===== src/rtl/fft_pkg.sv =====
// Shared types and helpers for the FFT front-end: complex sample type,
// Re/Im index constants, bit-reversal helper and default sizing.
package fft_pkg;

  localparam int DEF_POINT_FFT_POW2 = 4;
  localparam int DEF_FRAC_BITS      = 15;

  localparam int RE = 0;
  localparam int IM = 1;

  typedef logic signed [1:0][DEF_FRAC_BITS:0] cplx_t;

  // Reverses the low 'width' bits of idx; upper bits return as zero.
  function automatic logic [31:0] bitrev(input logic [31:0] idx, input int width);
    logic [31:0] r;
    r = '0;
    for (int i = 0; i < width; i++) begin
      r[i] = idx[width-1-i];
    end
    return r;
  endfunction

endpackage


===== src/rtl/fft_frame_bank.sv =====
// One frame buffer: 2^ADDR_W complex registers, single write port, all slots read in parallel.
// Latency: write visible on rdata the cycle after we.
// Backpressure: none; the owner decides when to write.
module fft_frame_bank #(
  parameter int ADDR_W = 4,
  parameter int DW     = 16
) (
  input  logic                                clk_i,
  input  logic                                rst_ni,
  input  logic                                we,
  input  logic [ADDR_W-1:0]                   waddr,
  input  logic [1:0][DW-1:0]                  wdata,
  output logic [(1<<ADDR_W)-1:0][1:0][DW-1:0] rdata
);

  logic [(1<<ADDR_W)-1:0][1:0][DW-1:0] mem_q;

  always_ff @(posedge clk_i or negedge rst_ni) begin
    if (!rst_ni) begin
      mem_q <= '0;
    end else if (we) begin
      mem_q[waddr] <= wdata;
    end
  end

  assign rdata = mem_q;

endmodule


===== src/rtl/fft_frame_loader.sv =====
// Packs a sample stream into ping-pong frames for top_fft; FFT_FRAME_LOADER_BITREV_EN stores bit-reversed.
// Latency: frame_valid_o rises 1 clk after the last sample of a frame is accepted.
// Backpressure: s_ready_o drops only when both banks hold untaken frames.
module fft_frame_loader
  import fft_pkg::*;
#(
  parameter int POINT_FFT_POW2 = DEF_POINT_FFT_POW2,
  parameter int FRAC_BITS      = DEF_FRAC_BITS
) (
  input  logic                                         clk_i,
  input  logic                                         rst_ni,
  input  logic                                         flush_i,
  input  logic                                         s_valid_i,
  output logic                                         s_ready_o,
  input  logic [1:0][FRAC_BITS:0]                      s_data_i,
  output logic                                         frame_valid_o,
  input  logic                                         frame_ready_i,
  output logic [(1<<POINT_FFT_POW2)-1:0][1:0][FRAC_BITS:0] frame_o,
  output logic [15:0]                                  frame_cnt_o
);

  localparam int POINT_FFT = 1 << POINT_FFT_POW2;
  localparam int DW        = FRAC_BITS + 1;

  logic [1:0]                full_q, full_d;
  logic                      wr_sel_q, wr_sel_d;
  logic                      rd_sel_q, rd_sel_d;
  logic [POINT_FFT_POW2-1:0] wr_idx_q, wr_idx_d;
  logic [15:0]               frame_cnt_q, frame_cnt_d;

  logic                      accept, frame_done, handoff;
  logic [POINT_FFT_POW2-1:0] wr_slot;
  logic [POINT_FFT-1:0][1:0][DW-1:0] rdata0, rdata1;

`ifdef FFT_FRAME_LOADER_BITREV_EN
  assign wr_slot = POINT_FFT_POW2'(bitrev(32'(wr_idx_q), POINT_FFT_POW2));
`else
  assign wr_slot = wr_idx_q;
`endif

  assign s_ready_o     = !full_q[wr_sel_q];
  assign frame_valid_o = full_q[rd_sel_q];
  assign frame_o       = rd_sel_q ? rdata1 : rdata0;
  assign frame_cnt_o   = frame_cnt_q;

  assign accept     = s_valid_i & s_ready_o & !flush_i;
  assign frame_done = accept & (&wr_idx_q);
  assign handoff    = frame_valid_o & frame_ready_i;

  fft_frame_bank #(.ADDR_W(POINT_FFT_POW2), .DW(DW)) u_bank0 (
    .clk_i (clk_i),
    .rst_ni(rst_ni),
    .we    (accept & !wr_sel_q),
    .waddr (wr_slot),
    .wdata (s_data_i),
    .rdata (rdata0)
  );

  fft_frame_bank #(.ADDR_W(POINT_FFT_POW2), .DW(DW)) u_bank1 (
    .clk_i (clk_i),
    .rst_ni(rst_ni),
    .we    (accept & wr_sel_q),
    .waddr (wr_slot),
    .wdata (s_data_i),
    .rdata (rdata1)
  );

  // Completion and handoff always target different banks, so both may apply together.
  always_comb begin
    full_d      = full_q;
    wr_sel_d    = wr_sel_q;
    rd_sel_d    = rd_sel_q;
    wr_idx_d    = wr_idx_q;
    frame_cnt_d = frame_cnt_q;

    if (flush_i) begin
      wr_idx_d = '0;
    end else if (accept) begin
      wr_idx_d = wr_idx_q + 1'b1;
    end

    if (frame_done) begin
      full_d[wr_sel_q] = 1'b1;
      wr_sel_d         = !wr_sel_q;
    end

    if (handoff) begin
      full_d[rd_sel_q] = 1'b0;
      rd_sel_d         = !rd_sel_q;
      frame_cnt_d      = frame_cnt_q + 16'd1;
    end
  end

  always_ff @(posedge clk_i or negedge rst_ni) begin
    if (!rst_ni) begin
      full_q      <= '0;
      wr_sel_q    <= 1'b0;
      rd_sel_q    <= 1'b0;
      wr_idx_q    <= '0;
      frame_cnt_q <= '0;
    end else begin
      full_q      <= full_d;
      wr_sel_q    <= wr_sel_d;
      rd_sel_q    <= rd_sel_d;
      wr_idx_q    <= wr_idx_d;
      frame_cnt_q <= frame_cnt_d;
    end
  end

endmodule


===== config.mk =====
export PLATFORM = sky130hd
export DESIGN_NAME = fft_frame_loader
export DESIGN_NICKNAME = d
export VERILOG_FILES = /design/src/rtl/fft_pkg.sv /design/src/rtl/fft_frame_bank.sv /design/src/rtl/fft_frame_loader.sv
export SDC_FILE = /design/constraint.sdc
export NUM_CORES = 1
export LEC_CHECK = 0
export CORE_ASPECT_RATIO = 1.4
export CORE_MARGIN = 10
export CORE_UTILIZATION = 55
export DETAILED_ROUTE_END_ITERATION = 10
export PLACE_DENSITY = 0.79
export SLEW_MARGIN = 40
export SYNTH_ARGS = -nofsm -noshare
export SYNTH_HDL_FRONTEND = slang
export SYNTH_SLANG_ARGS = --single-unit

===== constraint.sdc =====
create_clock -name clk_i -period 3.6 [get_ports clk_i]
set_input_delay 0.9 -clock clk_i [delete_from_list [all_inputs] [get_ports clk_i]]
set_output_delay 0.9 -clock clk_i [all_outputs]
set_load 0.02 [all_outputs]

==> impl_summary.log <==
INFO  metric reg2reg_setup_slack = 1.24 ns
INFO  metric placeableCoreArea = 0.08176 mm²
INFO  metric die_width = 262.9 µm
INFO  metric maxSlewHeadroom = 49.86%
INFO  metric dieArea = 0.09467 mm²
INFO  metric grt_antenna_before_repair = 3
INFO  metric power.ir.vdd_worst = 0.4718 mV
INFO  metric synthesis.instances = 2960
INFO  metric placed_cells_incl_taps = 4490
INFO  metric worst_r2r_startpoint = wr_idx_q[2]
INFO  metric synthAdderAreaFrac = 0.1377%
INFO  metric synth-edff-count = 0
INFO  metric synth.area.top_cells = dfrtp_1 (58%), mux2_2 (37%), clkbuf_1 (1.2%)
INFO  metric htreeDepth = 3
INFO  metric worstSetupEndpointType = output pin
INFO  metric synth.ff_latch_count = 1048
INFO  metric wl = 134000 µm
INFO  metric floorplan.rows = 124
INFO  metric cts_max_path_buffers = 3
INFO  metric setup_total_negative_slack = 0 ns
INFO  metric slew_violations = 0
INFO  metric mappedNetlistNets = 3002
INFO  metric synth.lib_cells_used.distinct = 39
INFO  metric worst_setup_path_startpoint = rd_sel_q
INFO  metric period_needed = 3.576 ns
INFO  metric grt_max_degree = 75
INFO  metric power.static_leakage = 28.79 nW
INFO  metric insertion_delay = 0.66 ns
INFO  metric compound_cell_area_share_of_the_yosys_netlist = 0.06333%
INFO  metric clock_tree_from_tritoncts = yes
INFO  metric worst_setup_hold_path_clk_slew = 0.06 ns
INFO  metric ys_async_sr_fraction = 100.0%
INFO  metric ff2ff_path_depth = 5
INFO  metric numClockSinks = 1048
INFO  metric first_pass_iters = 5
INFO  metric numPortBuffers = 566
INFO  metric cts_hold_repair.buffers = 0
INFO  metric drive_gt1_share = 52.40%
INFO  metric synthMuxAreaShare = 38.38%
INFO  metric fraction_of_the_mapped_netlist_area_in_simple_logic_gates = 0.9693%
INFO  metric timing.final.hold_violations = 0
INFO  metric synthesis.yosys.warnings = 0
INFO  metric chipHeight = 360.1 µm
INFO  metric critPathLaunchType = flop
INFO  metric maxClockFrequency = 0.2797 GHz
INFO  metric cp_data_arrival_time = 2.68 ns
INFO  metric initial_core_utilization = 55.57%
INFO  metric synth_xor_area_share = 0.3662%
INFO  metric initialDrtViolationCount = 1497
INFO  metric top_layer = met5
INFO  metric synth.yosys.seq_area_share = 57.72%
INFO  metric powerDensity = 468.4 mW/mm²
INFO  metric grt_first_pass_wirelength = 199900 µm
INFO  metric post_synth_instance_area = 0.04544 mm²
INFO  metric timing.clock.skew = 0.01503 ns
INFO  metric met3_length = 6502 µm
INFO  metric clock-root-buffer = clkbuf_16
INFO  metric layout.cells.non_filler = 4677
INFO  metric worstMarginPinSlew = 0.7521 ns
INFO  metric post_synth_most_frequent_cells = mux2_2 (1503), dfrtp_1 (1048), clkbuf_1 (145), buf_1 (79), nand2_1 (36)
INFO  metric fin_worst_hold_slack = 0.2482 ns
INFO  metric ant_nets = 0
INFO  metric grt_pass1_vias = 30500
INFO  metric synth_top_cell_by_area = dfrtp_1
INFO  metric hold_path_class = input port to async pin
INFO  metric globalRoute.totalOverflow = 0
INFO  metric m1WireLength = 54070 µm
INFO  metric drt-vias-per-instance = 5.848
INFO  metric cap_viol_max_count = 0
INFO  metric critical_path.endpoint = frame_o[243]
INFO  metric setup_repair_after_global_routing_missed_its_margin = yes
INFO  metric ports_placed_on_the_boundary = 567
INFO  metric synth.most_common_cell = mux2_2
INFO  metric layout_worst_path_cycle_share = 99.32%
INFO  metric primary_ff_master_synth = dfrtp_1
INFO  metric synth_top_family_by_area = multiplexers
INFO  metric critical_path.max_fanout = 34
INFO  metric cts_made_buffers = 99
INFO  metric post_route_drc = 0
INFO  metric critical_path_class = flop to output pin
INFO  metric layout.nets = 3568
INFO  metric r2r-end = u_bank0.rdata[507]
INFO  metric crit_required = 2.70 ns
INFO  metric syn_area_per_cell = 15.35 µm²
INFO  metric hpwlAfterDp = 90330 µm
INFO  metric areaGrowthSynthToFinish = 24.59%
INFO  metric routabilityCongestion = 0.8604
INFO  metric route.detailed.wl_per_inst = 28.65 µm
INFO  metric vias = 27350
INFO  metric run_status = finished, final reports clean
INFO  metric synth_top_area_share = 57.72%
INFO  metric routed-wl-met2 = 67590 µm
INFO  metric grt_use_total = 27.75%
INFO  metric finalSetupViolCount = 0
==> cell type report <==
class | instances | area (µm²)
flip-flops and latches | 1048 | 26230
inverters | 4 | 15.01
multi-input cells | 1651 | 18230
clock buffers | 147 | 2983
diodes | 1 | 2.502
well taps | 1071 | 1340
clock inverters | 33 | 365.4
fillers | 5344 | 25150
repair buffers | 722 | 7445
==> cell families after synthesis <==
kind of cell / count (synthesis)
AO/OA/AOI/OAI: 5
XOR/XNOR: 19
adder cells (fa/ha/maj): 5
buffers and inverters: 261
flip-flops: 1048
multiplexers: 1539
AND/OR/NAND/NOR: 83
==> routing by layer <==
metal	vias to the layer above	global-route usage [%]
met5	-	0
met4	6	12.29
met3	230	5.082
met2	780	47.66
met1	14690	33.73
li1	11640	-
==> flip-flops by register name, indices dropped and copies added, names as in the netlist <==
| signal | cells |
|---|---|
| u_bank0.rdata | 512 |
| u_bank1.rdata | 512 |
| frame_cnt_o | 16 |
| wr_idx_q | 4 |
| full_q | 2 |
| rd_sel_q | 1 |
| wr_sel_q | 1 |
==> metrics by stage <==
stage	power (mW)	utilization [%]	instance area (µm²)	worst slack [ns]
2_1_floorplan	14.25	-	45440	0.9552
3_3_place_gp	15.96	64.87	53040	0.2700
3_5_place_dp	16.06	64.84	53020	0.2284
4_1_cts	26.71	69.01	56430	-0.0008231
5_1_grt	27.37	69.24	56610	-0.004276
6_report	26.52	69.24	56610	0.02443
==> worst min-delay path by stage <==
stage,startpoint,to,slack [ns]
6_report,rst_ni,u_bank0.rdata[242],0.25
4_1_cts,rst_ni,u_bank1.rdata[435],0.23
3_5_place_dp,u_bank1.rdata[231],u_bank1.rdata[231],0.47
5_1_grt,rst_ni,u_bank0.rdata[242],0.26
2_1_floorplan,u_bank1.rdata[99],u_bank1.rdata[99],0.45
3_3_place_gp,frame_cnt_o[15],frame_cnt_o[15],0.46
==> worst max-delay path, stage by stage, from the launching register on <==
cell,delay [ns]
dfrtp_4,0.53
buf_16,0.22
buf_12,0.26
mux2_2,0.36
clkdlybuf4s50_1,0.59
==> where the power goes <==
| part | total [mW] | internal, mW | leakage, nW | switching [mW] |
|---|---|---|---|---|
| combinational | 3.34 | 1.55 | 12.7 | 1.79 |
| clock | 10.7 | 6.22 | 1.65 | 4.48 |
| sequential | 12.5 | 12.2 | 14.4 | 0.234 |
==> cell usage in the layout, fill, tap and decap left out, drive strengths merged, types with 2 or more instances in the layout <==
master,count
dfrtp,1048
and4,2
and2,7
inv,5
clkbuf,149
mux2,1537
dlymetal6s2s,45
nor2b,2
clkinv,21
nand2,37
nand3,9
nand4,5
xor2,5
clkinvlp,4
mux2i,2
a21oi,2
xnor2,14
nor2,8
nor3,3
nor3b,2
dlygate4sd2,20
clkdlybuf4s50,496
buf,158
ha,5
bufinv,7
==> timing repair <==
action,4_1_cts,5_1_grt
gates resized for setup,23,48
gates cloned,1,2
pin swaps,0,0
endpoints found under the setup margin,239,119
buffers inserted,3,0
(Power assumes the default switching activity.)
==> variant, RTL diff (same flow settings) <==
`DEF_FRAC_BITS`: 15 -> 11.
--- a/src/rtl/fft_pkg.sv
+++ b/src/rtl/fft_pkg.sv
@@ -3,7 +3,7 @@
 package fft_pkg;
 
   localparam int DEF_POINT_FFT_POW2 = 4;
-  localparam int DEF_FRAC_BITS      = 15;
+  localparam int DEF_FRAC_BITS      = 11;
 
   localparam int RE = 0;
   localparam int IM = 1;
Ports: changed (resized frame_o and s_data_i); port bits go from 567 to 431. No check against the original RTL was run, so the function may have changed too.
==> variant against the original RTL <==
  * Final area decreased by 25%
  * Synthesized cell count shrank 24%
  * Count of clock-buffer cells in the layout shrank 40
  * Maximum frequency up 1.7%
  * Area after synthesis down 24%
  * Power shrank 27%
  * Highest routed layer unchanged
  * Setup slack improved by 0.061 ns
  * Routed wire length shrank 33%
  * Sequential cell count is 256 lower
==> variant: results (changes against the original RTL) <==
Outcome
  • Status: finished clean

Place
  • GP Congestion: 0.7959 (-7.5%)
  • Post-DP HPWL: 60,450 um (-33%)
  • Port buffer count: 430 (-24%)
  • Placed cells: 3,406 (-24%)

Finish
  • Ant diodes: 0 (-1)
  • Cell Count, Final, Fillers Out: 3,536 (-24%)
  • Final nets: 2,693 (-25%)
  • Ratio of cells with drive above 1 in the final layout: 50.65% (-1.8 points)

Logic synthesis
  • Post-synthesis cell type count: 38 (-2.6%)
  • Syn_nets: 2,292 (-24%)
  • Synth top area cells: dfrtp_1 (57%), mux2_2 (37%), clkbuf_1 (1.3%), buf_2 (0.84%), mux2_4 (0.78%)
  • Yosys top cell area share: 57.42% (-0.29 points)
  • Multiplexer area fraction after synthesis: 37.87% (-0.50 points)
  • Xor-xnor portion of the synthesized cell area: 0.4568% (+0.091 points)
  • Synth Area in Compound Gates: 0.09788% (+0.035 points)
  • Commonest cells in the netlist: mux2_2 (1,127), dfrtp_1 (792), clkbuf_1 (115)
  • Synth Area in Adders: 0.1813% (+0.044 points)
  • Avg Inst Size Synth: 15.28 um2 (-0.43%)
  • Sequential area share after synthesis: 57.42% (-0.29 points)

Setup path
  • CP Max Fanout: 48 (+41%)
  • Flop2flop setup slack: 1.15 ns (-0.09 ns)
  • Reg2reg end: u_bank0.rdata[105]$_DFFE_PN0P_
  • Arr. time, crit path: 2.62 ns (-0.06 ns)
  • R2R depth: 3 (-2)

Global route
  • Initial antenna violation count: 1 (-2)
  • Met3 usage: 4.776% (-0.31 points)
  • Met2 GRT Util: 41.72% (-5.9 points)
  • Total GRT Usage: 24.14% (-3.6 points)
  • Largest net degree at the start of global routing: 118 (+57%)
  • First-pass GRT wire length: 136,200 um (-32%)
  • Vias in the first global route: 22,250 (-27%)
  • Grt met1 use: 29.72% (-4.0 points)

Drt
  • DR vias/cell: 5.736 (-1.9%)
  • DR WL/cell: 25.34 um (-12%)
  • First DRT Iteration DRCs: 1,225 (-18%)
  • Metal3 WL: 4752 um (-27%)
  • DR WL met2: 45,650 um (-32%)
  • Met1 wire length: 36,490 um (-33%)

Power
  • Lkg Pwr: 0.02088 uW (-27%)
  • Seq. pwr: 9420 uW (-25%)
  • Clock Power Share: 38.9% (-1.5 points)
  • Worst VDD drop: 0.3770 mV (-20%)

Timing
  • Final hold slack: 0.2155 ns (-0.03268 ns)
  • Max Freq: 284.5 MHz (+1.7%)
  • Worst clock skew: 0.01632 ns (+0.001288 ns)
  • Max_slew headroom: 49.06% (-0.80 points)

CTS
  • Clock Latency Late Sink: 0.60 ns (-0.06 ns)
  • Clk root buf: clkbuf_16
  • TritonCTS buffer count: 73 (-26%)
variant: changes by cell type after synthesis, sizes merged, moves of 2 or more:
cell	before	now
mux2	1537	1153
clkbuf	147	116
buf	110	77
dfrtp	1048	792
and3	1	5
and4	2	0
variant: cell families after synthesis:
logic type / after synthesis
AO/OA/AOI/OAI: 6
XOR/XNOR: 18
adder cells (fa/ha/maj): 5
buffers and inverters: 197
flip-flops: 792
multiplexers: 1155
AND/OR/NAND/NOR: 85
variant: final cells by class:
cell class | instances | area (um2)
clock buffer | 107 | 2190
clock inverter | 20 | 135.1
fill | 4208 | 19750
inverter | 4 | 15.01
multi-input combinational | 1269 | 13850
sequential | 792 | 19820
tap | 825 | 1032
timing repair buffer | 519 | 5230
variant: worst max path at each step:
stage	depth (start not counted)	from	to
final	4	rd_sel_q$_DFFE_PN0N_	frame_o[286]
after global routing	4	rd_sel_q$_DFFE_PN0N_	frame_o[157]
after CTS	4	rd_sel_q$_DFFE_PN0N_	frame_o[157]
after detailed placement	5	flush_i	u_bank0.rdata[105]$_DFFE_PN0P_
after global placement	5	flush_i	u_bank0.rdata[103]$_DFFE_PN0P_
after floorplan	4	rd_sel_q$_DFFE_PN0N_	frame_o[367]
variant: per-stage QoR:
stage	total power (uW)	setup slack (ns)	area, um2
after detailed placement	12070	0.3139	39920
after floorplan	10760	0.9648	34510
after CTS	19650	0.02749	42270
after global placement	12000	0.3455	39920
after global routing	20130	0.005743	42270
final	19450	0.08495	42270
variant: worst max-delay path, stage by stage, from the launching register on:
cell	delay (ns)
dfrtp_4	0.52
buf_12	0.20
buf_12	0.28
mux2_2	0.42
clkdlybuf4s50_1	0.56
variant: repair_timing:
action                                  4_1_cts  5_1_grt
resized for setup                             0        1
gates cloned                                  0        0
buffers inserted                              3        0
endpoints found under the setup margin       65        1
